==> config.mk <==
export PLATFORM = sky130hd
export DESIGN_NAME = serial_deaccumulator_flat
export DESIGN_NICKNAME = d
export VERILOG_FILES = /design/src/rtl/serial_deaccumulator_if.sv /design/src/rtl/serial_deaccumulator.sv /design/src/flat_wrapper.sv
export SDC_FILE = /design/constraint.sdc
export NUM_CORES = 1
export LEC_CHECK = 0
export ABC_AREA = 1
export BUFFER_PORTS_ARGS = -buffer_cell sky130_fd_sc_hd__buf_2
export CAP_MARGIN = 20
export CORE_ASPECT_RATIO = 0.8
export CORE_MARGIN = 10
export CORE_UTILIZATION = 25
export CTS_BUF_LIST = sky130_fd_sc_hd__clkbuf_4 sky130_fd_sc_hd__clkbuf_8
export DETAILED_ROUTE_END_ITERATION = 10
export SLEW_MARGIN = 25
export SYNTH_ARGS = -nofsm -noshare
export SYNTH_HDL_FRONTEND = slang
export SYNTH_SLANG_ARGS = --single-unit
==> constraint.sdc <==
create_clock -name clk -period 1.45 [get_ports clk]
set_input_delay 0.0725 -clock clk [delete_from_list [all_inputs] [get_ports clk]]
set_output_delay 0.0725 -clock clk [all_outputs]
set_load 0.02 [all_outputs]
==> src/rtl/serial_deaccumulator_if.sv <==
// Bus bundle for serial_deaccumulator: preset/load controls, the subtrahend,
// and the registered running value with its done/busy/borrow status.
// master drives the controls and observes the results; slave is the block.
interface serial_deaccumulator_if #(
  parameter int N = 8
);
  logic         preset_en;
  logic [N-1:0] preset_data;
  logic         load_input;
  logic [N-1:0] input_data;
  logic [N-1:0] diff_out;
  logic         done;
  logic         busy;
  logic         borrow_out;

  modport master (
    output preset_en, preset_data, load_input, input_data,
    input  diff_out, done, busy, borrow_out
  );

  modport slave (
    input  preset_en, preset_data, load_input, input_data,
    output diff_out, done, busy, borrow_out
  );
endinterface

==> src/rtl/serial_deaccumulator.sv <==
// serial_deaccumulator: bit-serial running subtractor.
// The running value (diff_out) is the minuend. Each accepted load subtracts
// input_data one bit per cycle, LSB first, then commits the result in a
// final cycle with a one-cycle done pulse.
// Optional feature: define SERIAL_DEACC_SATURATE_EN to clamp an underflowing
// result to zero instead of wrapping modulo 2^N (borrow_out is 1 either way).
module serial_deaccumulator #(
  parameter int N = 8
) (
  input  logic                  clk,
  input  logic                  reset,
  serial_deaccumulator_if.slave bus
);

  localparam int IW = (N > 1) ? $clog2(N) : 1;
  localparam logic [IW-1:0] LAST_IDX = IW'(N - 1);

  typedef enum logic [1:0] {IDLE, SUB, COMMIT} state_t;

  state_t        state;
  logic [N-1:0]  a_shift;     // remaining minuend bits, current bit at [0]
  logic [N-1:0]  b_shift;     // remaining subtrahend bits, current bit at [0]
  logic [N-1:0]  result;      // difference bits shifted in from the top
  logic [IW-1:0] bit_idx;
  logic          borrow;      // borrow into the current bit
  logic [N-1:0]  diff_out;
  logic          done;
  logic          borrow_out;

  logic a_bit;
  logic b_bit;
  logic d_bit;
  logic bout_bit;

  // One-bit full subtractor on the current operand bits
  assign a_bit    = a_shift[0];
  assign b_bit    = b_shift[0];
  assign d_bit    = a_bit ^ b_bit ^ borrow;
  assign bout_bit = (~a_bit & b_bit) | (~a_bit & borrow) | (b_bit & borrow);

  assign bus.diff_out   = diff_out;
  assign bus.done       = done;
  assign bus.borrow_out = borrow_out;
  assign bus.busy       = (state != IDLE);

  // Control FSM plus operand/result datapath; preset overrides any operation
  always_ff @(posedge clk or posedge reset) begin
    if (reset) begin
      state      <= IDLE;
      a_shift    <= '0;
      b_shift    <= '0;
      result     <= '0;
      bit_idx    <= '0;
      borrow     <= 1'b0;
      diff_out   <= '0;
      done       <= 1'b0;
      borrow_out <= 1'b0;
    end else begin
      done <= 1'b0;
      if (bus.preset_en) begin
        diff_out   <= bus.preset_data;
        borrow_out <= 1'b0;
        state      <= IDLE;
      end else begin
        case (state)
          IDLE: begin
            if (bus.load_input) begin
              a_shift <= diff_out;
              b_shift <= bus.input_data;
              result  <= '0;
              bit_idx <= '0;
              borrow  <= 1'b0;
              state   <= SUB;
            end
          end
          SUB: begin
            a_shift <= a_shift >> 1;
            b_shift <= b_shift >> 1;
            result  <= {d_bit, result[N-1:1]};
            borrow  <= bout_bit;
            bit_idx <= bit_idx + IW'(1);
            if (bit_idx == LAST_IDX) begin
              state <= COMMIT;
            end
          end
          COMMIT: begin
`ifdef SERIAL_DEACC_SATURATE_EN
            diff_out <= borrow ? '0 : result;
`else
            diff_out <= result;
`endif
            borrow_out <= borrow;
            done       <= 1'b1;
            state      <= IDLE;
          end
          default: begin
            state <= IDLE;
          end
        endcase
      end
    end
  end

endmodule

==> src/flat_wrapper.sv <==
// flat-port wrapper written by rule: the top's interface ports become plain ports
module serial_deaccumulator_flat 
#(
  parameter int N = 8
)
  (clk, reset, bus_preset_en, bus_preset_data, bus_load_input, bus_input_data, bus_diff_out, bus_done, bus_busy, bus_borrow_out);
  serial_deaccumulator_if #(.N(N)) bus_i ();
  input  logic clk;
  input  logic reset;
  input wire logic [$bits(bus_i.preset_en)-1:0] bus_preset_en;
  input wire logic [$bits(bus_i.preset_data)-1:0] bus_preset_data;
  input wire logic [$bits(bus_i.load_input)-1:0] bus_load_input;
  input wire logic [$bits(bus_i.input_data)-1:0] bus_input_data;
  output wire logic [$bits(bus_i.diff_out)-1:0] bus_diff_out;
  output wire logic [$bits(bus_i.done)-1:0] bus_done;
  output wire logic [$bits(bus_i.busy)-1:0] bus_busy;
  output wire logic [$bits(bus_i.borrow_out)-1:0] bus_borrow_out;
  assign bus_i.preset_en = bus_preset_en;
  assign bus_i.preset_data = bus_preset_data;
  assign bus_i.load_input = bus_load_input;
  assign bus_i.input_data = bus_input_data;
  assign bus_diff_out = bus_i.diff_out;
  assign bus_done = bus_i.done;
  assign bus_busy = bus_i.busy;
  assign bus_borrow_out = bus_i.borrow_out;
  serial_deaccumulator #(.N(N)) u_core (.clk(clk), .reset(reset), .bus(bus_i));
endmodule
==> results of run 1 <==
layout by cell type (no fill, tap or decap), types with 2 or more instances in the layout:
| cell | synthesis | routed |
|---|---|---|
| clkbuf_8 | 0 | 5 |
| buf_4 | 3 | 5 |
| nand2_4 | 2 | 2 |
| buf_2 | 2 | 30 |
| nand2_1 | 145 | 145 |
| dfrtp_1 | 40 | 40 |
| ha_1 | 2 | 2 |
| inv_1 | 7 | 7 |
| nand3_1 | 22 | 22 |
| inv_2 | 4 | 4 |
| or2_1 | 2 | 2 |
| dlygate4sd3_1 | 0 | 8 |
area by class of cell:
cell class | instances | area share [%]
clock buffers | 5 | 2.91
well taps | 105 | 5.55
clock inverters | 3 | 1.96
repair buffers | 43 | 11.3
multi-input cells | 181 | 34.0
inverters | 12 | 2.01
flip-flops and latches | 40 | 42.3
layer usage:
layer	GRT usage [%]	vias up	wire length, um
met5	0	-	0
met4	3.42	0	37
met3	3.02	2	199
met2	13.0	22	2170
met1	10.1	724	2270
li1	-	820	-
kinds of logic after synthesis:
family	synth area share (%)
AO/OA/AOI/OAI	1.10
AND/OR/NAND/NOR	38.2
buffers and inverters	6.36
flip-flops	51.9
adder cells (fa/ha/maj)	2.34
critical path, delay by kind of cell (launching register included):
family | cells | cell delay, ps
flops | 1 | 490
buf+inv | 2 | 240
simple gates | 1 | 230
worst paths after layout:
kind / depth (start not counted) / end
worst min-delay path: 3 / u_core.state[0]
worst max-delay path: 3 / bus_busy
max in group asynchronous: 4 / u_core.a_shift[3]
worst max register to register: 3 / u_core.result[7]
min in group asynchronous: 4 / u_core.a_shift[7]
worst min register to register: 2 / u_core.result[0]
state kept, by name (all words and copies together) (netlist names):
name	flops
u_core.b_shift	8
u_core.a_shift	8
u_core.bit_idx	3
u_core.borrow	1
u_core.state	2
u_core.bus.done	1
u_core.result	8
u_core.bus.borrow_out	1
u_core.bus.diff_out	8
power groups by stage:
stage	clock, mW	combinational [mW]	sequential (mW)
finish	0.948	0.478	1.38
global route	1.02	0.560	1.39
CTS	0.970	0.491	1.38
detailed placement	0	0.472	1.39
global placement	0	0.453	1.39
floorplan	0	0.341	1.38
what timing repair did:
| action | 4_1_cts | 5_1_grt |
|---|---|---|
| endpoints found under the hold margin | 47 | 0 |
| hold buffers | 8 | 0 |
| endpoints found under the setup margin | 0 | 0 |
==> run_results.csv, run 1 <==
group,metric,value,unit
pwr,p_int,1.97,mW
die,die_x,118,um
sta,tns,0,ps
setup_path,arrival,1260,ps
pwr,finalPower,2.80,mW
setup_path,crit_fanout,8,
global_routing,antenna_found_initial,0,
synthesis,syn_avg_cell_area,8.00,um2
die,ios,31,
layout,drive_above_1_share,19.4,%
sta,slew_viol_final,0,
detailed_routing,via_per_inst,4.03,
detailed_routing,wl,4680,um
sta,finClkSkew,5.14,ps
detailed_routing,vias,1568,
clock_tree,clock_latency,300,ps
pwr,switchingPower,0.831,mW
setup_path,slowest_delay,490,ps
clock_tree,cts_resized,0,
layout,fillCellCount,803,
layout,register_area,1000,um2
clock_tree,cts_root_buf,"clkbuf_8",
run,drv_cap,0,
detailed_routing,dr.pass1.iters,4,
sta,fin_crit,1340,ps
global_routing,grt_pass1_wl,7800,um
setup_path,cpMaxStageDelayCell,"dfrtp_1",
setup_path,path_cells,"nor2_4, inv_1, buf_2",
pwr,irDropWorstVdd,0.377,mV
clock_tree,htreeDepth,2,
layout,final_cell_count_no_fill,389,
die,start_util,25.8,%
pwr,p_leak,1.32,nW
worst_hold_path,min_path_type,"input port to flip-flop",
detailed_routing,wire_per_inst,12.0,um
sta,final.period_utilization,92.2,%
global_routing,grt_util_all_layers,8.29,%
setup_path,rr_startpoint,"u_core.b_shift[0]",
synthesis,synth_common_cells,"nand2_1 (145), dfrtp_1 (40), nand3_1 (22), inv_1 (7), inv_2 (4)",
die,rows,28,
layout,area_growth,22.8,%
clock_tree,cts_buffers,5,
layout,num_antenna_cells,0,
placement,dp_cells,373,
synthesis,yosysWarnings,0,
sta,setup_viol,0,
pwr,p_per_area,1180,nW/um2
synthesis,syn-num-nets,264,
worst_hold_path,hold_start,"bus_load_input",
placement,place.port_buffers,30,
placement,dp_hpwl,3350,um
detailed_routing,drt_iter0_markers,64,
sta,worst_slack,113,ps
synthesis,synth-edff-count,0,
global_routing,grt_start_max_net_pins,41,
synthesis,syn_inst,241,
pwr,p_clk_share,33.8,%
clock_tree,cts_sinks,40,
sta,slew_headroom,66.3,%
die,core-area,7460,um2
detailed_routing,drc,0,
global_routing,grt_pass1_vias,1560,
setup_path,critPathKind,"flip-flop to output pin",
synthesis,yosysSeqAreaShare,51.9,%
status,status,"finished, final reports clean",
detailed_routing,ant_nets,0,
clock_tree,cts_tree,"built",
synthesis,yosys_register_bits,40,
layout,multiInputGateArea,803,um2
die,die_y,98.5,um
clock_tree,clk_pin_slew,80,ps
synthesis,syn_area,1930,um2
setup_path,cp-end-kind,"output pin",
sta,fmax,748,MHz
synthesis,yosys.cell_types.count,21,
setup_path,cp-start-kind,"flip-flop",
pwr,swShare,29.7,%
setup_path,rrSetupSlack,190,ps
pwr,seqPwrFrac,49.1,%
setup_path,crit_required,1380,ps
placement,routabilityCongestion,0.743,
clock_tree,cts_setup_buffers,0,
layout,fin_nets,306,
synthesis,synth_ff_type,"dfrtp_1",
pwr,comb_power_share,17.0,%
placement,preCtsSetupSlack,204,ps
sta,rsz0062_at_grt,"no",
sta,hold_viol,0,
setup_path,cp-startpoint,"u_core.state[0]",
placement,place_area,2170,um2
synthesis,synth_area_leaders,"dfrtp_1 (52%), nand2_1 (28%), nand3_1 (5.7%)",
die,die_area,11600,um2
synthesis,synthMostInstantiatedCell,"nand2_1",
global_routing,grt_overflow,0,
layout,finalInstanceArea,2370,um2
synthesis,async_reset_ff_share,100,%
layout,final_util,31.7,%
clock_tree,ctsLongestPathBuffers,2,
synthesis,synth_largest_area_cell,"dfrtp_1",
synthesis,synth.top_cell.area_share,51.9,%
sta,tightestPinTransition,505,ps
sta,holdWs,61.1,ps
(Power assumes the default switching activity.)
==> inputs of run 2 (changes only) <==
BUFFER_PORTS_ARGS = not set   (was -buffer_cell sky130_fd_sc_hd__buf_2)
CORE_UTILIZATION = 61   (was 25)
DONT_BUFFER_PORTS = 1   (was not set)
PLACE_DENSITY = 0.77   (was not set)
clock period = 1.61 ns   (was 1.45 ns; I/O delays follow)
==> run_results.csv, run 2 (same netlist as run 1, synthesis figures left out) <==
group,metric,value,unit
worst_hold_path,min_path_type,"input port to flip-flop",
detailed_routing,wire_per_inst,13.9,um
pwr,swShare,28.9,%
sta,finClkSkew,7.13,ps
sta,rsz0062_at_grt,"no",
pwr,finalPower,2.34,mW
setup_path,crit_fanout,3,
setup_path,crit_required,1840,ps
die,core-area,3060,um2
die,die_y,70.3,um
detailed_routing,wl,4140,um
global_routing,grt_pass1_wl,7270,um
clock_tree,clk_pin_slew,80,ps
pwr,p_clk_share,30.5,%
placement,dp_hpwl,2760,um
pwr,p_per_area,1080,nW/um2
setup_path,reg2reg_depth,3,
die,die_x,82.8,um
layout,layout_commonest_cell,"nand2_1",
setup_path,cp-start-kind,"flip-flop",
sta,tns,0,ps
layout,drive_above_1_share,8.56,%
worst_hold_path,hold_path_depth,4,
layout,fillCellCount,267,
die,die_area,5820,um2
die,rows,18,
layout,final_cell_mix,"nand2_1 (145), dfrtp_1 (40), nand3_1 (22), dlygate4sd3_1 (14)",
global_routing,grt_util_all_layers,15.1,%
clock_tree,cts_root_buf,"clkbuf_8",
sta,slew_viol_final,0,
sta,fin_crit,1210,ps
sta,slew_headroom,67.1,%
global_routing,antenna_found_initial,0,
sta,tightestPinTransition,494,ps
pwr,p_int,1.66,mW
detailed_routing,ant_nets,0,
sta,setup_viol,0,
setup_path,cp-end-kind,"flip-flop",
detailed_routing,via_per_inst,5.13,
pwr,irDropWorstVdd,0.716,mV
worst_hold_path,hold_path_end,"u_core.b_shift[6]",
placement,routabilityCongestion,0.806,
detailed_routing,vias,1524,
global_routing,grt_pass1_vias,1533,
pwr,comb_power_share,15.5,%
sta,hold_viol,0,
setup_path,critPathKind,"flip-flop to flip-flop",
global_routing,grt_start_max_net_pins,41,
clock_tree,ctsLongestPathBuffers,2,
die,start_util,62.9,%
placement,place.port_buffers,0,
clock_tree,clock_latency,290,ps
pwr,p_leak,1.21,nW
setup_path,r2r_end,"u_core.result[7]",
clock_tree,cts_resized,0,
die,ios,31,
layout,fin_nets,280,
worst_hold_path,hold_start,"bus_input_data[6]",
setup_path,rr_startpoint,"u_core.borrow",
layout,num_antenna_cells,0,
global_routing,grt_overflow,0,
clock_tree,cts_tree,"built",
status,status,"finished, final reports clean",
layout,area_growth,12.1,%
pwr,seqPwrFrac,54.0,%
run,drv_cap,0,
sta,final.period_utilization,75.3,%
setup_path,rrSetupSlack,400,ps
setup_path,arrival,1440,ps
detailed_routing,drt_iter0_markers,128,
detailed_routing,dr.pass1.iters,4,
clock_tree,cts_sinks,40,
clock_tree,cts_buffers,5,
clock_tree,htreeDepth,2,
pwr,switchingPower,0.677,mW
detailed_routing,drc,0,
sta,fmax,825,MHz
==> run 2: changes by cell type in the layout (fill, tap and decap cells not counted) <==
cell	delta
clkinvlp_4	-1
inv_6	-1
buf_2	-30
buf_4	-2
bufinv_16	-1
clkbuf_8	+2
dlygate4sd3_1	+6
==> run 2: cell type report <==
type                       instances  area (um2)  area share, %
multi-input combinational        181         803           37.2
tap                               40        50.0           2.32
clock buffer                       7        96.3           4.46
sequential                        40        1000           46.3
timing repair buffer              17         163           7.53
inverter                          12        47.5           2.20
==> run 2: power groups by stage <==
| stage | Clock [mW] | Combinational [mW] | Sequential (mW) |
|---|---|---|---|
| finish | 0.715 | 0.363 | 1.26 |
| global route | 0.754 | 0.428 | 1.28 |
| CTS | 0.723 | 0.366 | 1.26 |
| detailed placement | 0 | 0.337 | 1.28 |
| global placement | 0 | 0.324 | 1.28 |
| floorplan | 0 | 0.307 | 1.24 |
==> run 2: worst max-delay path, cell delays in order (launching register included) <==
cell and delay (ps):
dfrtp_1 410, fa_1 460, or2_1 230, nand2_1 60
==> run 2: worst max path at each step <==
stage                     cells past startpoint       startpoint  slack [ps]          endpoint
after CTS                                     3    u_core.borrow         400  u_core.result[7]
after detailed placement                      3    u_core.borrow         400  u_core.result[7]
after global routing                          5  u_core.state[1]         300  u_core.result[3]
final                                         3    u_core.borrow         400  u_core.result[7]
after floorplan                               3    u_core.borrow         440  u_core.result[7]
after global placement                        3    u_core.borrow         430  u_core.result[7]
==> run 2: per-stage QoR <==
stage / worst slack [ps] / std cells / hold WS (ps) / instance area (um2) / util (%)
3_5_place_dp: 399 / 276 / 125 / 1920 / 62.8
3_3_place_gp: 427 / 276 / 122 / 1920 / 62.8
2_1_floorplan: 437 / 241 / 190 / 1930 / -
4_1_cts: 396 / 297 / 3.94 / 2160 / 70.5
5_1_grt: 301 / 297 / 18.6 / 2160 / 70.5
6_report: 397 / 297 / 2.43 / 2160 / 70.5
==> run 2: per-layer routing <==
| metal | wire, um | GRT usage [%] |
|---|---|---|
| met5 | 0 | 0 |
| met2 | 2040 | 24.3 |
| met4 | 68 | 6.79 |
| met3 | 262 | 4.87 |
| met1 | 1770 | 17.9 |
==> run 2: repair_timing <==
item	4_1_cts	5_1_grt
hold endpoints to repair	53	0
hold buffers	14	0
setup buffers	0	0
==> inputs of run 3 (changes only) <==
clock period = 1.2 ns   (was 1.61 ns; I/O delays follow)
==> run_results.csv, run 3 (same netlist as run 1, synthesis figures left out) <==
group,metric,value,unit
run,drv_cap,0,
layout,finalInstanceArea,2320,um2
setup_path,critPathKind,"flip-flop to flip-flop",
layout,layout_commonest_cell,"nand2_1",
setup_path,cp-end-kind,"flip-flop",
global_routing,grt_overflow,0,
die,die_y,70.3,um
detailed_routing,drt_iter0_markers,142,
sta,hold_viol,0,
clock_tree,cts_tree,"built",
layout,num_antenna_cells,0,
clock_tree,clk_pin_slew,80,ps
die,core-area,3060,um2
setup_path,crit_fanout,2,
placement,place_area,1930,um2
pwr,irDropWorstVdd,1.05,mV
clock_tree,cts_root_buf,"clkbuf_8",
global_routing,antenna_found_initial,0,
die,die_area,5820,um2
status,status,"finished, final reports clean",
pwr,p_leak,1.26,nW
global_routing,grt_pass1_vias,1433,
sta,slew_headroom,66.8,%
global_routing,grt_util_all_layers,15.2,%
sta,rsz0062_at_grt,"yes",
sta,setup_viol,0,
placement,dp_hpwl,2770,um
die,start_util,62.9,%
detailed_routing,ant_nets,0,
clock_tree,htreeDepth,2,
sta,final.period_utilization,99.8,%
placement,preCtsSetupSlack,-13.7,ps
detailed_routing,drc,0,
setup_path,crit_required,1450,ps
setup_path,arrival,1440,ps
worst_hold_path,hold_path_depth,3,
die,ios,31,
layout,drive_above_1_share,13.1,%
layout,final_cell_mix,"nand2_1 (143), dfrtp_1 (38), nand3_1 (21), dlygate4sd3_1 (19)",
detailed_routing,wl,4610,um
layout,area_growth,20.2,%
placement,place.port_buffers,0,
placement,routabilityCongestion,0.766,
setup_path,r2r_end,"u_core.result[7]",
global_routing,grt_pass1_wl,7210,um
worst_hold_path,hold_start,"bus_preset_en",
die,rows,18,
worst_hold_path,hold_path_end,"u_core.state[0]",
sta,worst_slack,2.03,ps
sta,finClkSkew,4.82,ps
sta,tightestPinTransition,498,ps
clock_tree,clock_latency,300,ps
layout,fin_nets,290,
setup_path,rrSetupSlack,2,ps
pwr,finalPower,3.38,mW
sta,fin_crit,1200,ps
setup_path,cp-startpoint,"u_core.a_shift[0]",
setup_path,rr_startpoint,"u_core.a_shift[0]",
detailed_routing,vias,1586,
die,die_x,82.8,um
sta,fmax,835,MHz
clock_tree,cts_buffers,5,
clock_tree,ctsLongestPathBuffers,2,
clock_tree,cts_sinks,40,
detailed_routing,dr.pass1.iters,4,
global_routing,grt_start_max_net_pins,41,
pwr,p_per_area,1460,nW/um2
setup_path,reg2reg_depth,4,
sta,slew_viol_final,0,
detailed_routing,via_per_inst,5.15,
worst_hold_path,min_path_type,"input port to flip-flop",
sta,holdWs,24.4,ps
detailed_routing,wire_per_inst,15.0,um
setup_path,cp-start-kind,"flip-flop",
layout,final_util,75.6,%
## run 3: final cells by class
type,count,area [um2]
fill,237,747
multi-input combinational,182,843
clock inverter,2,35.0
timing repair buffer,25,248
clock buffer,6,76.3
sequential,40,1000
inverter,12,52.6
timing repair inverter,1,7.51
tap,40,50.0
## run 3: timing repair
| action | in CTS | in global routing |
|---|---|---|
| gates cloned | 0 | 2 |
| gates resized for setup | 1 | 12 |
| endpoints found under the setup margin | 1 | 36 |
| buffers inserted | 1 | 1 |
| hold buffers | 19 | 0 |
| pin swaps | 2 | 3 |
| hold endpoints to repair | 59 | 0 |
## run 3: worst max-delay path by stage
stage                                  end  slack, ps
after detailed placement  u_core.result[7]        -10
after CTS                 u_core.result[7]          3
after floorplan           u_core.result[7]         30
final                     u_core.result[7]          2
after global routing      u_core.result[7]        -50
after global placement    u_core.result[7]         20
## run 3: worst max-delay path: stages, from the launching register on
cell     delay (ps)
dfrtp_1         400
inv_2            70
fa_1            400
or2_1           220
nand2_1          50
## run 3: per-stage QoR
step | instances | TNS, ps
after global routing | 308 | -105
after detailed placement | 277 | -13.7
final | 308 | 0
after floorplan | 241 | 0
after CTS | 305 | 0
after global placement | 277 | 0
## run 3: metal layers
layer	part of all wire [%]	track usage (%)
met5	0	0
met4	1.8	8.49
met3	6.5	4.75
met2	50	23.4
met1	42	18.5
## run 3: power by group
| part | switching [mW] | total, mW | internal [mW] |
|---|---|---|---|
| combinational | 0.329 | 0.568 | 0.239 |
| sequential | 0.171 | 1.70 | 1.53 |
| clock | 0.474 | 1.11 | 0.640 |
| total | 0.974 | 3.38 | 2.40 |
